**src/rtl/sorted_insert.sv**
```systemverilog
// sorted_insert: inserts a value into an external 32x8 memory kept in non-decreasing order
module sorted_insert #(
   parameter int DEPTH = 32
) (
   input  logic       clk,
   input  logic       clr,
   input  logic       start,
   input  logic [7:0] A,
   input  logic [7:0] Data,
   output logic [7:0] Addr,
   output logic [7:0] WrData,
   output logic       wren,
   output logic       busy,
   output logic       done,
   output logic       err,
   output logic [5:0] Count
);
   typedef enum logic [2:0] {IDLE, RD, CMP, SHIFT, PUT, DONE} state_t;
   state_t state, nxt;
   logic [5:0] i, im1;
   logic [7:0] a_q, d_q, addr_q, wdata_q;
   logic full;
   assign full = Count == 6'(DEPTH);
   assign im1 = i - 6'd1;
   assign busy = state != IDLE;
   assign done = state == DONE;
   // Addr/WrData fall back to their last driven values outside the memory-access states
   always_comb begin
      nxt = state;
      Addr = addr_q;
      WrData = wdata_q;
      wren = 1'b0;
      case (state)
         IDLE: if (start && !full) nxt = (Count == 6'd0) ? PUT : RD;
         RD: begin
            Addr = 8'(im1);
            nxt = CMP;
         end
         CMP: nxt = (Data > a_q) ? SHIFT : PUT;
         SHIFT: begin
            Addr = 8'(i);
            WrData = d_q;
            wren = 1'b1;
            nxt = (im1 == 6'd0) ? PUT : RD;
         end
         PUT: begin
            Addr = 8'(i);
            WrData = a_q;
            wren = 1'b1;
            nxt = DONE;
         end
         DONE: nxt = IDLE;
         default: nxt = IDLE;
      endcase
   end
   always_ff @(posedge clk or negedge clr) begin
      if (!clr) begin
         state <= IDLE;
         i <= '0;
         a_q <= '0;
         d_q <= '0;
         addr_q <= '0;
         wdata_q <= '0;
         err <= 1'b0;
         Count <= '0;
      end else begin
         state <= nxt;
         addr_q <= Addr;
         wdata_q <= WrData;
         err <= state == IDLE && start && full;
         if (state == IDLE && start && !full) begin
            a_q <= A;
            i <= Count;
         end
         if (state == CMP) d_q <= Data;
         if (state == SHIFT) i <= im1;
         if (state == PUT && !full) Count <= Count + 6'd1;
      end
   end
endmodule

```
**config.mk**
```make
export PLATFORM = sky130hd
export DESIGN_NAME = sorted_insert
export DESIGN_NICKNAME = d
export VERILOG_FILES = /design/src/rtl/sorted_insert.sv
export SDC_FILE = /design/constraint.sdc
export NUM_CORES = 1
export LEC_CHECK = 0
export ABC_AREA = 1
export BUFFER_PORTS_ARGS = -buffer_cell sky130_fd_sc_hd__buf_4
export CAP_MARGIN = 20
export CORE_ASPECT_RATIO = 2
export CORE_UTILIZATION = 45
export CTS_CLUSTER_DIAMETER = 40
export DETAILED_ROUTE_END_ITERATION = 7
export GPL_TIMING_DRIVEN = 0
export HOLD_SLACK_MARGIN = 0.03
export PLACE_DENSITY = 0.79
export SLEW_MARGIN = 20
export SYNTH_ARGS = -nofsm -noshare
export SYNTH_HDL_FRONTEND = slang
export SYNTH_SLANG_ARGS = --single-unit
```
**constraint.sdc**
```tcl
create_clock -name clk -period 3.9 [get_ports clk]
set_input_delay 0.78 -clock clk [delete_from_list [all_inputs] [get_ports clk]]
set_output_delay 0.78 -clock clk [all_outputs]
set_load 0.05 [all_outputs]
```
==> flow_metrics.tcl <==
set metrics [dict create \
    met2_usage_pct 36.1 \
    start_util_pct 47.2 \
    netlist_area_sq_um 2470 \
    grt_start_max_net_pins 49 \
    drc 0 \
    slew_headroom_pct 59.5 \
    clock_path_buffers 2 \
    dpl-instance-area_sq_um 2870 \
    ys_ff_latch 48 \
    die_area_sq_um 5810 \
    cp_data_arrival_time_ns 2.00 \
    clock_sinks 48 \
    io_pins 45 \
    seqPwrFrac_pct 28.8 \
    grt_pass1_wl_um 9310 \
    peakVddDrop_v 0.000629 \
    yosys_warnings 0 \
    final_cell_mix "nand2_1 (92), dfrtp_1 (48), buf_4 (44), inv_1 (31), nand3_1 (16)" \
    htreeDepth 2 \
    clk_latency_ns 0.30 \
    rsz0062_at_grt "false" \
    use_met1_pct 25.2 \
    setup_tns_ns 0 \
    numCtsBuffers 5 \
    rows 37 \
    vias 2056 \
    cp.required_ns 3.12 \
    antenna_left 0 \
    hold_buffers 0 \
    portBuffers 44 \
    cts_tree "done" \
    worst-path-max-fanout 10 \
    skew_ns 0.00495 \
    async_reset_ff_share_pct 100 \
    syn2layout_area_growth_pct 19.4 \
    gr-max-usage-layer "met2" \
    synth_nets 313 \
    critPathKind "reg -> out" \
    diodes 0 \
    r2r_cells 10 \
    clkPwrFrac_pct 9.7 \
    ctsResizeCount 0 \
    crit_path_end_kind "output port" \
    status "completed" \
    yosysUniqueCellTypes 34 \
    place.gp.congestion 0.835 \
    gr-usage-met3_pct 3.40 \
    avgSynthCellArea_sq_um 8.76 \
    worstMarginPinSlew_ns 0.607 \
    p_leak_nw 1.53 \
    synth_edf_count 0 \
    hold_path_class "in -> async" \
    grtUsageTotal_pct 22.3 \
    ys.flop_type "dfrtp_1" \
    design_area_sq_um 2950 \
    report.final.setup_viol 0 \
    ys_seq_area_share_pct 48.6 \
    final_common_cell "nand2_1" \
    p_per_area_nw_per_um2 991 \
    drive_above_1_share_pct 23.1 \
    grt_pass1_vias 2063 \
    switching_share_pct 53.0 \
    power.switching_w 0.00155 \
    whs_ns 0.477 \
    layout_min_cycle_time_ns 2.78 \
    clk_pin_slew_ns 0.08 \
    first_iter_violations 50 \
    die_x_um 54.4 \
    wl_per_cell_um 14.5 \
    intPower_w 0.00137 \
    nets 364 \
    dp_hpwl_um 4270 \
    hold_viol 0 \
    drv_slew 0 \
    first_pass_iters 4 \
    cap_violations 0 \
    cts_setup_buffers 0 \
    n_fill_cell 481 \
    antenna_found_initial 0 \
    start_kind "flop" \
    register_area_sq_um 1200 \
    die_h_um 107 \
    root_buffer "clkbuf_8" \
    core-area_sq_um 5230 \
    multi_input_area_sq_um 1070 \
    timing.fmax_mhz 360 \
    fin_crit_sh_pct 71.2 \
    wl_um 5670 \
    grt_overflow 0 \
    comb_power_share_pct 61.5 \
    vias_per_cell 5.26 \
    finish.utilization_pct 56.4 \
    netlist_instances 282 \
]
[registers in the layout, summed over array words and instances, names as in the netlist]
signal,flops
Count,6
a_q,8
wdata_q,8
err,1
d_q,8
addr_q,8
state,3
i,6
[layer usage]
layer | vias up | wire (um)
li1 | 1005 | -
met1 | 964 | 2110
met2 | 63 | 3030
met3 | 24 | 207
met4 | 0 | 320
met5 | - | 0
[final timing paths]
path	to	start	slack, ns
worst min-delay path	Count[0]	clr	0.48
worst max register to register	i[5]	Count[0]	2.12
max in group asynchronous	a_q[6]	clr	3.01
worst max-delay path	WrData[6]	state[2]	1.12
min in group clk	d_q[7]	d_q[7]	0.48
worst min register to register	d_q[7]	d_q[7]	0.48
[through the flow]
step	power [W]	std cells	worst slack, ns
floorplan	0.00213	282	1.23
global route	0.00313	391	0.977
detailed placement	0.00265	384	1.45
CTS	0.00294	391	1.11
global placement	0.00260	384	1.50
finish	0.00292	391	1.12
[cell usage after synthesis, types with 2 or more instances]
library cell / n / area share [%]
a21oi_1: 2 / 0.41
nand4_1: 3 / 0.76
o21ai_1: 5 / 1.0
xor2_1: 3 / 1.1
ha_1: 12 / 6.1
nor2_1: 12 / 1.8
nor2_2: 2 / 0.51
inv_1: 31 / 4.7
inv_2: 6 / 0.91
buf_6: 3 / 1.4
nor3_1: 3 / 0.61
o221ai_1: 6 / 2.1
nand3_1: 16 / 3.2
buf_2: 2 / 0.41
o21ai_0: 5 / 1.0
nand2_1: 92 / 14
nand2_2: 2 / 0.51
dfrtp_1: 48 / 49
xnor2_1: 3 / 1.1
nand2_4: 2 / 0.91
o211ai_1: 11 / 3.3
[layout make-up]
class / instances / area share, %
plain buffers: 5 / 1.48
inverters: 40 / 5.38
flip-flops and latches: 48 / 40.7
repair buffers: 44 / 11.2
clock inverters: 1 / 0.170
clock buffers: 6 / 2.46
well taps: 58 / 2.46
multi-input cells: 189 / 36.2
[critical path: stages, from the launching register on]
cell and delay (ns):
dfrtp_1 0.45, inv_2 0.17, nand3_1 0.20, inv_1 0.15, buf_2 0.25, nand2_1 0.09, o211ai_1 0.14, buf_4 0.25
[power by group through the flow]
stage	Sequential [W]	Combinational, W	Clock, W
5_1_grt	0.000866	0.00195	0.000307
4_1_cts	0.000843	0.00180	0.000293
6_report	0.000843	0.00180	0.000283
2_1_floorplan	0.000888	0.00125	0
3_3_place_gp	0.000842	0.00176	0
3_5_place_dp	0.000853	0.00180	0
[cell families (layout without fill, tap and decap cells)]
logic type      after synthesis  in the layout  share of synthesized area (%)
fa+ha+maj                    12             12                           6.08
buf+inv                      45             96                           8.20
flops                        48             48                           48.6
compound gates               33             33                           9.62
xor+xnor                      6              6                           2.13
simple gates                138            138                           25.4
No activity file was read; power rests on OpenSTA's default activity.
